--- config.mk ---
export PLATFORM = sky130hd
export DESIGN_NAME = alu_mul_sequencer_flat
export DESIGN_NICKNAME = d
export VERILOG_FILES = /design/src/rtl/alu_mul_sequencer_if.sv /design/src/rtl/alu_mul_sequencer.sv /design/src/flat_wrapper.sv
export SDC_FILE = /design/constraint.sdc
export NUM_CORES = 1
export LEC_CHECK = 0
export BUFFER_PORTS_ARGS = -buffer_cell sky130_fd_sc_hd__buf_4
export CAP_MARGIN = 10
export CORE_MARGIN = 2
export CORE_UTILIZATION = 52
export DETAILED_ROUTE_END_ITERATION = 6
export HOLD_SLACK_MARGIN = 0.05
export PLACE_DENSITY = 0.8
export SLEW_MARGIN = 40
export SYNTH_ARGS = -nofsm -noshare
export SYNTH_HDL_FRONTEND = slang
export SYNTH_SLANG_ARGS = --single-unit
--- constraint.sdc ---
create_clock -name clk -period 1.9 [get_ports clk]
set_input_delay 0.285 -clock clk [delete_from_list [all_inputs] [get_ports clk]]
set_output_delay 0.285 -clock clk [all_outputs]
set_load 0.01 [all_outputs]
--- src/rtl/alu_mul_sequencer_if.sv ---
// ALU bus shared between the main datapath and the multiply sequencer.
// Signals:
//   alu_req   - sequencer wants the ALU this cycle
//   alu_gnt   - ALU granted; a micro-op retires when req and gnt are both high
//   alu_a/b   - 32-bit operands
//   alu_gin   - control line (3'b010 ADD, 3'b011 SRL of operand b)
//   alu_shamt - shift amount
//   alu_sum   - combinational result, same cycle
//   alu_zout  - result-is-zero flag, same cycle
// The master modport is the sequencer; the slave modport is the ALU/arbiter side.
interface alu_mul_sequencer_if;
    logic        alu_req;
    logic        alu_gnt;
    logic [31:0] alu_a;
    logic [31:0] alu_b;
    logic [2:0]  alu_gin;
    logic [4:0]  alu_shamt;
    logic [31:0] alu_sum;
    logic        alu_zout;

    modport master (
        output alu_req, alu_a, alu_b, alu_gin, alu_shamt,
        input  alu_gnt, alu_sum, alu_zout
    );

    modport slave (
        input  alu_req, alu_a, alu_b, alu_gin, alu_shamt,
        output alu_gnt, alu_sum, alu_zout
    );
endinterface

--- src/rtl/alu_mul_sequencer.sv ---
// Multi-cycle 32x32 unsigned multiplier (low 32 bits of the product) that owns
// no arithmetic of its own: every add and shift is a micro-op issued to the
// shared ALU, and the ALU result is latched back into acc/mcand/mplier.
// Ports:
//   clk, rst_n      - clock (rising edge) and asynchronous active-low reset
//   start           - accepted only while idle; samples op_a/op_b
//   op_a, op_b      - multiplicand, multiplier
//   busy            - high while micro-ops are being sequenced
//   done            - one-cycle pulse; product valid from this cycle
//   product         - registered result, held until the next completion
//   alu             - ALU bus (master side)
// Parameters:
//   EARLY_EXIT      - 1: stop once the remaining multiplier is zero
//   SKIP_ZERO_ACC   - 1: skip ACC when multiplier bit 0 is 0; 0: issue ACC with b=0
module alu_mul_sequencer #(
    parameter int EARLY_EXIT    = 1,
    parameter int SKIP_ZERO_ACC = 1
) (
    input  logic                 clk,
    input  logic                 rst_n,
    input  logic                 start,
    input  logic [31:0]          op_a,
    input  logic [31:0]          op_b,
    output logic                 busy,
    output logic                 done,
    output logic [31:0]          product,
    alu_mul_sequencer_if.master  alu
);

    typedef enum logic [2:0] {IDLE, ACC, DBL, SHR, DONE} state_t;

    localparam logic [2:0] GIN_ADD = 3'b010;
    localparam logic [2:0] GIN_SRL = 3'b011;

    state_t      state_q, state_d;
    logic [31:0] acc_q, acc_d;
    logic [31:0] mcand_q, mcand_d;
    logic [31:0] mplier_q, mplier_d;
    logic [31:0] product_q, product_d;
    // Six bits so the 32nd iteration (cnt_q == 31) never aliases back to 0.
    logic [5:0]  cnt_q, cnt_d;

    // Entry point of each iteration: ACC is skipped only when the current
    // multiplier bit is 0 and skipping is enabled.
    function automatic state_t first_op(input logic bit0);
        if (bit0 || (SKIP_ZERO_ACC == 0)) return ACC;
        else                              return DBL;
    endfunction

    always_ff @(posedge clk or negedge rst_n) begin
        if (!rst_n) begin
            state_q   <= IDLE;
            acc_q     <= '0;
            mcand_q   <= '0;
            mplier_q  <= '0;
            product_q <= '0;
            cnt_q     <= '0;
        end else begin
            state_q   <= state_d;
            acc_q     <= acc_d;
            mcand_q   <= mcand_d;
            mplier_q  <= mplier_d;
            product_q <= product_d;
            cnt_q     <= cnt_d;
        end
    end

    // Without a grant every register holds, so a stalled micro-op simply
    // replays the same ALU request next cycle.
    always_comb begin
        state_d   = state_q;
        acc_d     = acc_q;
        mcand_d   = mcand_q;
        mplier_d  = mplier_q;
        product_d = product_q;
        cnt_d     = cnt_q;
        case (state_q)
            IDLE: begin
                if (start) begin
                    mcand_d  = op_a;
                    mplier_d = op_b;
                    acc_d    = '0;
                    cnt_d    = '0;
                    if ((op_b == 32'd0) && (EARLY_EXIT != 0)) begin
                        // acc is being cleared this same edge, so the result is 0.
                        state_d   = DONE;
                        product_d = '0;
                    end else begin
                        state_d = first_op(op_b[0]);
                    end
                end
            end
            ACC: begin
                if (alu.alu_gnt) begin
                    acc_d   = alu.alu_sum;
                    state_d = DBL;
                end
            end
            DBL: begin
                if (alu.alu_gnt) begin
                    mcand_d = alu.alu_sum;
                    state_d = SHR;
                end
            end
            SHR: begin
                if (alu.alu_gnt) begin
                    mplier_d = alu.alu_sum;
                    cnt_d    = 6'(cnt_q + 6'd1);
                    if (((EARLY_EXIT != 0) && alu.alu_zout) || (cnt_q == 6'd31)) begin
                        state_d   = DONE;
                        product_d = acc_q;
                    end else begin
                        state_d = first_op(alu.alu_sum[0]);
                    end
                end
            end
            DONE:    state_d = IDLE;
            default: state_d = IDLE;
        endcase
    end

    always_comb begin
        busy          = 1'b0;
        done          = 1'b0;
        alu.alu_req   = 1'b0;
        alu.alu_a     = '0;
        alu.alu_b     = '0;
        alu.alu_gin   = GIN_ADD;
        alu.alu_shamt = '0;
        case (state_q)
            ACC: begin
                busy        = 1'b1;
                alu.alu_req = 1'b1;
                alu.alu_a   = acc_q;
                alu.alu_b   = mplier_q[0] ? mcand_q : 32'd0;
            end
            DBL: begin
                busy        = 1'b1;
                alu.alu_req = 1'b1;
                alu.alu_a   = mcand_q;
                alu.alu_b   = mcand_q;
            end
            SHR: begin
                busy          = 1'b1;
                alu.alu_req   = 1'b1;
                alu.alu_b     = mplier_q;
                alu.alu_gin   = GIN_SRL;
                alu.alu_shamt = 5'd1;
            end
            DONE:    done = 1'b1;
            default: ;
        endcase
    end

    assign product = product_q;

endmodule

--- src/flat_wrapper.sv ---
// flat-port wrapper written by rule: the top's interface ports become plain ports
module alu_mul_sequencer_flat 
#(
    parameter int EARLY_EXIT    = 1,
    parameter int SKIP_ZERO_ACC = 1
)
  (clk, rst_n, start, op_a, op_b, busy, done, product, alu_alu_req, alu_alu_a, alu_alu_b, alu_alu_gin, alu_alu_shamt, alu_alu_gnt, alu_alu_sum, alu_alu_zout);
  alu_mul_sequencer_if alu_i ();
  input  logic clk;
  input  logic rst_n;
  input  logic start;
  input  logic [31:0] op_a;
  input  logic [31:0] op_b;
  output logic busy;
  output logic done;
  output logic [31:0] product;
  output wire logic [$bits(alu_i.alu_req)-1:0] alu_alu_req;
  output wire logic [$bits(alu_i.alu_a)-1:0] alu_alu_a;
  output wire logic [$bits(alu_i.alu_b)-1:0] alu_alu_b;
  output wire logic [$bits(alu_i.alu_gin)-1:0] alu_alu_gin;
  output wire logic [$bits(alu_i.alu_shamt)-1:0] alu_alu_shamt;
  input wire logic [$bits(alu_i.alu_gnt)-1:0] alu_alu_gnt;
  input wire logic [$bits(alu_i.alu_sum)-1:0] alu_alu_sum;
  input wire logic [$bits(alu_i.alu_zout)-1:0] alu_alu_zout;
  assign alu_alu_req = alu_i.alu_req;
  assign alu_alu_a = alu_i.alu_a;
  assign alu_alu_b = alu_i.alu_b;
  assign alu_alu_gin = alu_i.alu_gin;
  assign alu_alu_shamt = alu_i.alu_shamt;
  assign alu_i.alu_gnt = alu_alu_gnt;
  assign alu_i.alu_sum = alu_alu_sum;
  assign alu_i.alu_zout = alu_alu_zout;
  alu_mul_sequencer #(.EARLY_EXIT(EARLY_EXIT), .SKIP_ZERO_ACC(SKIP_ZERO_ACC)) u_core (.clk(clk), .rst_n(rst_n), .start(start), .op_a(op_a), .op_b(op_b), .busy(busy), .done(done), .product(product), .alu(alu_i));
endmodule
======== After elaboration in Yosys (flattened, before gate mapping) ========
Cells that the tools add are included.
word-level totals
  output and inout port bits .............. 107
  word-level logic and storage cells ...... 61
  bits of input ports ..................... 101
  register bits after elaboration ......... 137
operators by class
  multiplexer cells ....................... 31
  $add $sub $neg .......................... 1
  equal/unequal tests ..................... 11
  reductions and logical operators ........ 12
operators by type and width
  kind                                                             number
  32-bit case mux with 2 select lines                              5
  32-bit 2-to-1 mux                                                9
  32-bit case mux with 3 select lines                              1
  32-bit logical NOT                                               1
  3-bit 2-to-1 mux                                                 6
  6-bit 2-to-1 mux                                                 2
  3-bit case mux with 4 select lines                               1
  6-bit case mux with 2 select lines                               1
  3-bit AND reduction                                              3
  2-bit != test, second input constant                             4
  6-bit by 1-bit adder with 6-bit output, second input constant    1
  3-bit by 2-bit == test with 1-bit output, second input constant  2
  6-bit by 5-bit == test with 1-bit output, second input constant  1
  2-bit nonzero test                                               3
  5-bit AND reduction                                              1
  1-bit 2-to-1 mux                                                 4
  2-bit 2-to-1 mux                                                 2
  2-bit by 1-bit != test with 1-bit output, second input constant  2
  4-bit AND reduction                                              1
  3-bit by 1-bit == test with 1-bit output, second input constant  1
  3-bit == test, second input constant                             1
  3-bit logical NOT                                                1
  3-bit OR reduction                                               1
  1-bit logical OR                                                 1

======== Logic depth before layout (Yosys ltp) ========
  word-level depth ........................ 5
  mapped depth ............................ 7
  mapped depth without buffers ............ 4

======== Worst setup path after synthesis ========
Ideal clock, no wire load.
  kind .................................... reg-to-output
  start ................................... register u_core.state_q[2]
  end ..................................... output alu_alu_b[10]
  data arrival time ....................... 1.415 ns
  setup slack ............................. 0.200 ns
  data required time ...................... 1.615 ns
  cell stages (with the launch flop) ...... 5
  buffers on the path ..................... 1
  path through ............................ dfrtp_1 > nand3b_1 > inv_2 > buf_1 > a22o_1
on the way
  word-level cells in the longest chain between the ends .. 2
  elaborated cells between the ends (all ways) .. 4
  classes of those cells .................. eq/ne (3); mux (1)
RTL lines
  item                                                                                                  line                      text
  start, declared                                                                                       alu_mul_sequencer.sv:35   state_t state_q, state_d;
  start signal, assigned                                                                                alu_mul_sequencer.sv:59   state_q <= state_d;
  3-bit by 2-bit == test with 1-bit output or 3-bit by 1-bit == test with 1-bit output (tied branches)  alu_mul_sequencer.sv:130  case (state_q)
  32-bit case mux with 3 select lines (*)                                                               alu_mul_sequencer.sv:130
  end, declared                                                                                         flat_wrapper.sv:19        output wire logic [$bits(alu_i.alu_b)-1:0] alu_alu_b;
Every way passes the cells marked *; elsewhere a longest branch is shown, timed or not.

======== Final worst setup path ========
  start ................................... register u_core.state_q[0]
  end ..................................... output alu_alu_b[24]
Same word-level chain as after synthesis.

==> reports/qor.txt <==
Min-Delay Endpoint - u_core.state_q[0]
N_diodes - 0
P_leak - 0.00494 µW
Fillers - 861
Failing checks - setup timing
Crit path required time - 1.62 ns
Status - finished, violations left
Post-DP Area - 8830 µm²
Slew Limit Fails - 0
Share of flip-flops with an asynchronous set or reset - 100%
Post-Synthesis Cell Area - 7040 µm²
Die extent in y - 120 µm
Core area - 13200 µm²
Initial antenna violation count - 0
Worst Hold Class - input pin to flop
Worst clock skew - 0.00893 ns
Achievable Freq - 458 MHz
Post-route cell area - 10300 µm²
Global Route Usage Sum - 32.8%
Synth top area share - 48.7%
Setup Viol. Count Final - 67
Area leader, netlist - dfrtp_1
Reg2Reg Setup Slack - -0.08 ns
Number of buffers created by CTS - 17
Nets - 1111
WL final - 25900 µm
Number of enable flip-flop cells after synthesis - 0
Setup slack after layout - -0.284 ns
Placer Congestion - 0.967
Unrepaired setup endpoints after global routing - true
Synth Area per Inst - 8.92 µm²
Min Clock Period, post-route - 2.18 ns
DIE AREA - 14500 µm²
Avg WL per Cell - 21.7 µm
Total grt overflow - 0
CP Class - flop to primary output
P&R area growth vs syn - 45.9%
Initial Utilization - 53.1%
Worst Hold Path Cells - 2
HP Start - alu_alu_gnt
Synth cell types - 41
Fraction of final layout cells sized beyond drive strength 1 - 33.5%
First-pass GRT wire length - 36300 µm
Final ANT Viol Nets - 0
Number of port buffers - 201
Tcrit/Tclk final - 115%
Row count - 42
Vias - 7418
Reg2Reg Depth - 7
CTS tree - done
Largest net degree at the start of global routing - 65
Drc violations - 0
Chip width - 120 µm
CTS sink count - 137
Vias per cell - 6.19
Register area - 3430 µm²
Post-Synthesis Cells - 789
Fin. Hold Viols - 0
Area of the multi-input gates - 3310 µm²
Root Driver - clkbuf_16
Sequential area share after synthesis - 48.7%
Maximum VDD drop - 1030 µV
DRT iter0 DRCs - 1072
Vias in the first global route - 6653
Most used flip-flop cell after synthesis - dfrtp_1
Post-DP HPWL - 15800 µm
Power Density - 2040 nW/µm²
Setup_tns - -14.21 ns
R2r startpoint - u_core.state_q[0]
Clk Latency, worst-skew pair - 0.43 ns
Startpoint Class - flop
H-tree depth - 4
First-pass iteration count of the detailed router - 5
Synth top area cells - dfrtp_1 (49%), nand2_1 (8.6%), a22o_1 (8.0%)
R2r endpoint - u_core.mplier_q[0]
Synth Register Bits - 137
Crit path capture type - primary output
CP max FO - 16
Max-Cap Viols - 0
Bufs on Longest Clock Path - 2
Synthesis Warnings - 0
Io pins - 208
Clk pin slew, worst setup/hold paths - 0.05 ns
Data arrival, critical path - 1.90 ns
where the power goes:
| group | internal (µW) | leakage (µW) | switching [µW] |
|---|---|---|---|
| combinational | 5760 | 0.00296 | 5810 |
| sequential | 4360 | 0.00168 | 1480 |
| clock | 2300 | 0.000305 | 1260 |
| total | 12400 | 0.00494 | 8550 |
per-stage QoR:
step | util, % | hold slack [ns] | power (µW) | instances | setup slack (ns)
4_1_cts | 73.0 | 0.104 | 18900 | 1175 | -0.223
3_5_place_dp | 66.7 | 0.250 | 14700 | 1131 | 0.00329
6_report | 77.6 | 0.110 | 21000 | 1198 | -0.284
3_3_place_gp | 66.7 | 0.241 | 14500 | 1131 | 0.0106
2_1_floorplan | - | -0.0106 | 10700 | 793 | 0.200
5_1_grt | 77.6 | 0.111 | 21900 | 1198 | -0.318
layer usage:
layer / GRT usage (%) / vias up / wire length, µm
met1: 47.7 / 3561 / 10200
met3: 6.84 / 83 / 2830
li1: - / 3213 / -
met4: 12.9 / 0 / 962
met2: 48.2 / 561 / 11900
met5: 0 / - / 0
cells by family (layout without fill, tap and decap cells):
| group | after synthesis | after routing | synth area share (%) |
|---|---|---|---|
| AND/OR/NAND/NOR | 293 | 293 | 18.0 |
| AO/OA/AOI/OAI | 209 | 209 | 20.7 |
| flip-flops | 137 | 137 | 48.7 |
| buffers and inverters | 109 | 338 | 7.04 |
| multiplexers | 34 | 34 | 4.84 |
| XOR/XNOR | 4 | 4 | 0.498 |
| other | 2 | 6 | 0.107 |
| adder cells (fa/ha/maj) | 1 | 1 | 0.178 |
synthesized netlist by cell type, types with 22 or more instances:
master	n
a22o_1	64
clkbuf_1	34
dfrtp_1	137
mux2i_1	34
a31oi_1	31
o211ai_1	33
o21ai_0	57
buf_2	22
inv_1	34
nor2_1	40
nand3_1	66
nand2_1	161
repair_timing:
action                                  CTS  global route
pin swaps                                 8            48
endpoints found under the setup margin   65           108
hold buffers                              1             0
hold endpoints to repair                 41             0
buffers inserted                          8            14
gates cloned                              4            10
gates resized for setup                  13           101
state kept, by name, indices dropped and copies added (netlist names):
name             cells
u_core.mplier_q     32
u_core.state_q       3
u_core.cnt_q         6
u_core.acc_q        32
u_core.product      32
u_core.mcand_q      32
how the worst max path moves through the flow:
stage                      start            endpoint  slack (ns)
2_1_floorplan  u_core.state_q[2]       alu_alu_b[10]        0.20
3_3_place_gp            op_b[16]  u_core.product[26]        0.01
3_5_place_dp   u_core.state_q[0]        alu_alu_b[5]       0.003
4_1_cts        u_core.state_q[2]       alu_alu_b[28]       -0.22
5_1_grt        u_core.state_q[2]       alu_alu_b[22]       -0.32
6_report       u_core.state_q[0]       alu_alu_b[24]       -0.28
worst max-delay path: stages, from the launching register on:
cell	delay, ns
dfrtp_2	0.45
buf_6	0.15
nand3b_1	0.21
inv_2	0.13
clkbuf_16	0.21
a22o_1	0.19
buf_4	0.14
layout make-up:
type / instances / area share, %
inverter: 35 / 1.30
tap: 176 / 2.14
timing repair buffer: 271 / 24.8
clock buffer: 25 / 4.73
multi-input combinational: 547 / 32.3
clock inverter: 7 / 1.35
sequential: 137 / 33.4
placed cells by master, fill, tap and decap left out, types with 32 or more instances in the layout:
cell,n
o211ai_1,33
nand3_1,66
inv_1,33
nor2_1,36
a22o_1,59
buf_6,34
dfrtp_1,134
buf_4,211
nand2_1,161
mux2i_1,32
(Power assumes the default switching activity.)
